### config.mk
export PLATFORM = sky130hd
export DESIGN_NAME = pc_exec_controller
export DESIGN_NICKNAME = d
export VERILOG_FILES = /design/src/rtl/pc_exec_controller.sv
export SDC_FILE = /design/constraint.sdc
export NUM_CORES = 1
export LEC_CHECK = 0
export ABC_AREA = 1
export ABC_CLOCK_PERIOD_IN_PS = 4000
export CORE_ASPECT_RATIO = 1.4
export CORE_MARGIN = 1
export CORE_UTILIZATION = 50
export CTS_CLUSTER_SIZE = 30
export DETAILED_ROUTE_END_ITERATION = 6
export PLACE_DENSITY_LB_ADDON = 0.2
export REMOVE_ABC_BUFFERS = 1
export SYNTH_ARGS = -nofsm -noshare
export SYNTH_HDL_FRONTEND = slang
export SYNTH_SLANG_ARGS = --single-unit
### constraint.sdc
create_clock -name i_clock -period 4 [get_ports i_clock]
set_clock_uncertainty 0.15 [all_clocks]
set_input_delay 1.2 -clock i_clock [delete_from_list [all_inputs] [get_ports i_clock]]
set_output_delay 1.2 -clock i_clock [all_outputs]
set_load 0.02 [all_outputs]
### src/rtl/pc_exec_controller.sv
// pc_exec_controller: execution-mode sequencer for the fetch stage.
// Produces the global enable for the PC and the pipeline registers. It accepts
// RUN / STEP / STOP / CLEAR from the debug unit, freezes the pipeline when a
// HALT reaches writeback, and counts the cycles in which execution was enabled.
//
// Ports:
//   i_clock          system clock, rising edge
//   i_reset          synchronous, active-high reset
//   i_cmd_valid      command strobe, sampled only while o_cmd_ready=1
//   i_cmd            00 CLEAR, 01 RUN, 10 STEP, 11 STOP
//   i_program_loaded RUN/STEP are ignored while low
//   i_halt           HALT at writeback, sampled only while o_enable=1
//   o_enable         PC / pipeline enable (registered)
//   o_cmd_ready      a command can be accepted this cycle (low during STEP)
//   o_step_done      one-cycle pulse after a step that did not halt
//   o_halted         program halted; held until CLEAR or reset
//   o_cycle_count    edges at which o_enable was 1, saturating
module pc_exec_controller #(
  parameter int unsigned NB_CNT = 32
) (
  input  logic              i_clock,
  input  logic              i_reset,
  input  logic              i_cmd_valid,
  input  logic [1:0]        i_cmd,
  input  logic              i_program_loaded,
  input  logic              i_halt,
  output logic              o_enable,
  output logic              o_cmd_ready,
  output logic              o_step_done,
  output logic              o_halted,
  output logic [NB_CNT-1:0] o_cycle_count
);

  localparam logic [1:0] CMD_CLEAR = 2'b00;
  localparam logic [1:0] CMD_RUN   = 2'b01;
  localparam logic [1:0] CMD_STEP  = 2'b10;
  localparam logic [1:0] CMD_STOP  = 2'b11;

  typedef enum logic [1:0] {
    S_IDLE   = 2'b00,
    S_RUN    = 2'b01,
    S_STEP   = 2'b10,
    S_HALTED = 2'b11
  } state_t;

  state_t state;
  logic   cmd_accept;

  // A command is taken only when the controller advertises ready.
  assign cmd_accept = i_cmd_valid & o_cmd_ready;

  // State register with Moore outputs updated alongside the next state.
  always_ff @(posedge i_clock) begin
    if (i_reset) begin
      state         <= S_IDLE;
      o_enable      <= 1'b0;
      o_cmd_ready   <= 1'b1;
      o_step_done   <= 1'b0;
      o_halted      <= 1'b0;
      o_cycle_count <= '0;
    end else begin
      o_step_done <= 1'b0;

      // Count every enabled edge, including the one that samples i_halt;
      // a CLEAR assignment below overrides this.
      if (o_enable && (o_cycle_count != {NB_CNT{1'b1}})) begin
        o_cycle_count <= o_cycle_count + NB_CNT'(1);
      end

      case (state)
        S_IDLE: begin
          if (cmd_accept) begin
            case (i_cmd)
              CMD_CLEAR: o_cycle_count <= '0;
              CMD_RUN: begin
                if (i_program_loaded) begin
                  state    <= S_RUN;
                  o_enable <= 1'b1;
                end
              end
              CMD_STEP: begin
                if (i_program_loaded) begin
                  state       <= S_STEP;
                  o_enable    <= 1'b1;
                  o_cmd_ready <= 1'b0;
                end
              end
              default: ;
            endcase
          end
        end

        S_RUN: begin
          // Halt wins over a simultaneous STOP.
          if (i_halt) begin
            state    <= S_HALTED;
            o_enable <= 1'b0;
            o_halted <= 1'b1;
          end else if (cmd_accept && (i_cmd == CMD_STOP)) begin
            state    <= S_IDLE;
            o_enable <= 1'b0;
          end
        end

        S_STEP: begin
          o_enable    <= 1'b0;
          o_cmd_ready <= 1'b1;
          if (i_halt) begin
            state    <= S_HALTED;
            o_halted <= 1'b1;
          end else begin
            state       <= S_IDLE;
            o_step_done <= 1'b1;
          end
        end

        S_HALTED: begin
          if (cmd_accept && (i_cmd == CMD_CLEAR)) begin
            state         <= S_IDLE;
            o_halted      <= 1'b0;
            o_cycle_count <= '0;
          end
        end

        default: begin
          state       <= S_IDLE;
          o_enable    <= 1'b0;
          o_cmd_ready <= 1'b1;
          o_halted    <= 1'b0;
        end
      endcase
    end
  end

endmodule

==> reports/metrics.yaml <==
sta:
  period_share: 0.742
  layout_min_cycle_time_ns: 2.97
  layout_setup_ws_ns: 1.03
  hold_ws_ns: 0.371
  setup_viol: 0
  maxSlewHeadroom: 0.546
  rsz0062_at_grt: "no"
  max_freq_mhz: 337
  worst_pin_slew_ns: 0.680
  hold_violations: 0
  tns_ns: 0
  maxSlewViolCount: 0
routing:
  wl_per_cell_um: 12.0
  vias: 2566
  routed_via_density: 5.15
  antenna_left: 0
  drt_iter0_drc: 102
  drc: 0
  first_pass_iters: 4
  routed_wl_um: 5960
die:
  rows: 29
  io_pins: 43
  core_region_area_um2: 4610
  die-area_um2: 5130
  initial_utilization: 0.526
  fp.dieH_um: 84.4
  dieWidth_um: 60.8
setup_path:
  critPathArrivalTime_ns: 1.62
  worst-r2r-setup-slack_ns: 1.80
  slowest_delay_ns: 0.70
  rr_endpoint: "o_cycle_count[21]"
  crit_chain: "clkdlybuf4s50_1"
  cp.required_ns: 2.65
  crit_path_top_delay_cell: "clkdlybuf4s50_1"
  crit_fanout: 11
  rr_startpoint: "o_cycle_count[0]"
  crit_type: "flop to output port"
  crit_buf_inv: 1
  worstSetupEndpointType: "output port"
  path_delay_family: "buffers and inverters"
  worst_setup_path_start_kind: "flop"
  rr_worst_depth: 10
global_route:
  antenna_found_initial: 0
  grt_pass1_vias: 2324
  gr-usage-all-layers: 0.242
  grt_max_degree: 36
  overflow: 0
  grt_pass1_wl_um: 9560
clock_tree:
  cts_root_buf: "clkbuf_8"
  post_cts_buffers: 0
  clock_latency_ns: 0.30
  cts_resized: 0
  hold_buffers: 0
  cts.clk_slew.worst_paths_ns: 0.07
  cts-buffers-inserted: 5
  cts_sinks: 38
  cts_tree: "done"
  cts_max_level: 2
  cts.path.max_buffers: 2
yosys:
  ys_warn_count: 0
  yosysSeqAreaShare: 0.314
  synth_area_leaders: "dfxtp_1 (31%), nand2_1 (16%), nor2_1 (14%), a21oi_1 (6.4%), nand3_1 (6.2%)"
  syn_area_um2: 2420
  yosysUniqueCellTypes: 26
  syn-mean-instance-area_um2: 6.14
  synth_seq_cells: 38
  synthCells: 395
  yosys.area.top_type: "dfxtp_1"
  yosysTopAreaCellShare: 0.314
layout:
  finish.utilization: 0.641
  syn_to_final_growth_pct: 21.9
  nets: 451
  num_antenna_cells: 0
  final_area_um2: 2960
  drive_above_1_share: 0.0528
placed_design:
  portBuffers: 42
  place_congestion: 0.870
  dpl_cell_area_um2: 2860
  pre_cts_slack_ns: 0.888
  dp_hpwl_um: 4420
hold_path:
  hold_path.startpoint: "o_cmd_ready"
  hold_end: "o_cmd_ready"
  hp-class: "flop to flop"
  hold_path_depth: 2
pwr:
  powerDensity_nw_per_um2: 376
  vdd_drop_max_mv: 0.283
  leakage_nw: 1.13
job:
  maxCapViolCount: 0
status:
  outcome: "completed"
through the flow:
step	std cells	total power [W]
2_1_floorplan	385	0.000718
3_3_place_gp	490	0.000827
3_5_place_dp	490	0.000839
4_1_cts	498	0.00112
5_1_grt	498	0.00118
6_report	498	0.00111
how the worst max path moves through the flow:
| stage | depth (start not counted) | from | end |
|---|---|---|---|
| final | 1 | o_enable | o_enable |
| after global routing | 1 | o_enable | o_enable |
| after CTS | 1 | o_enable | o_enable |
| after detailed placement | 8 | i_cmd[0] | state[1] |
| after global placement | 9 | i_cmd[0] | o_cycle_count[24] |
| after floorplan | 7 | i_cmd[0] | o_cycle_count[24] |
logic make-up (layout without fill, tap and decap cells):
| kind of cell | count (synthesis) | count (layout) | synth area share |
|---|---|---|---|
| AOI/OAI and AO/OA | 42 | 42 | 0.0893 |
| adders and majority gates | 9 | 9 | 0.0465 |
| buffers and inverters | 49 | 90 | 0.0888 |
| DFF | 38 | 38 | 0.314 |
| and+or+nand+nor | 257 | 257 | 0.462 |
layout make-up:
type,count,area [µm²]
multi-input combinational,308,1450
tap,62,77.6
sequential,38,761
clock buffer,7,86.3
inverter,39,146
fill,455,1650
timing repair buffer,43,428
clock inverter,1,5.00
synth_stat cells (all sizes together):
cell type    n
buf         10
nand3       34
or2          1
a31oi        1
o211ai       1
dfxtp       38
nand2      110
inv         39
ha           9
a21oi       31
o21ai        8
nand4       11
nor4         1
nor3         2
o21a         1
nor2        96
and2         2
per-layer routing:
| layer | routed length (µm) | GRT usage | vias to the layer above |
|---|---|---|---|
| met5 | 0 | 0 | - |
| met4 | 172 | 0.122 | 0 |
| met3 | 221 | 0.0447 | 15 |
| met2 | 3140 | 0.423 | 58 |
| met1 | 2420 | 0.268 | 1162 |
| li1 | - | - | 1331 |
power breakdown:
part	total (W)	internal, W	switching (W)	leakage (nW)
Sequential	0.000449	0.000407	0.0000419	0.307
Combinational	0.000381	0.000146	0.000235	0.779
Clock	0.000280	0.000139	0.000140	0.0482
Total	0.00111	0.000692	0.000418	1.13
placed cells by master, fill, tap and decap left out, drive strengths merged:
master,instances
a21oi,31
a31oi,1
and2,2
buf,1
clkbuf,7
clkdlybuf4s50,42
clkinv,1
dfxtp,38
ha,9
inv,39
nand2,110
nand3,34
nand4,11
nor2,96
nor3,2
nor4,1
o211ai,1
o21a,1
o21ai,8
or2,1
flip-flops by register name (all words and copies together) (netlist names):
name and flops:
o_cmd_ready 1, state 2, o_enable 1, o_halted 1, o_cycle_count 32, o_step_done 1
Note: power is estimated with default switching activity, not from simulation.
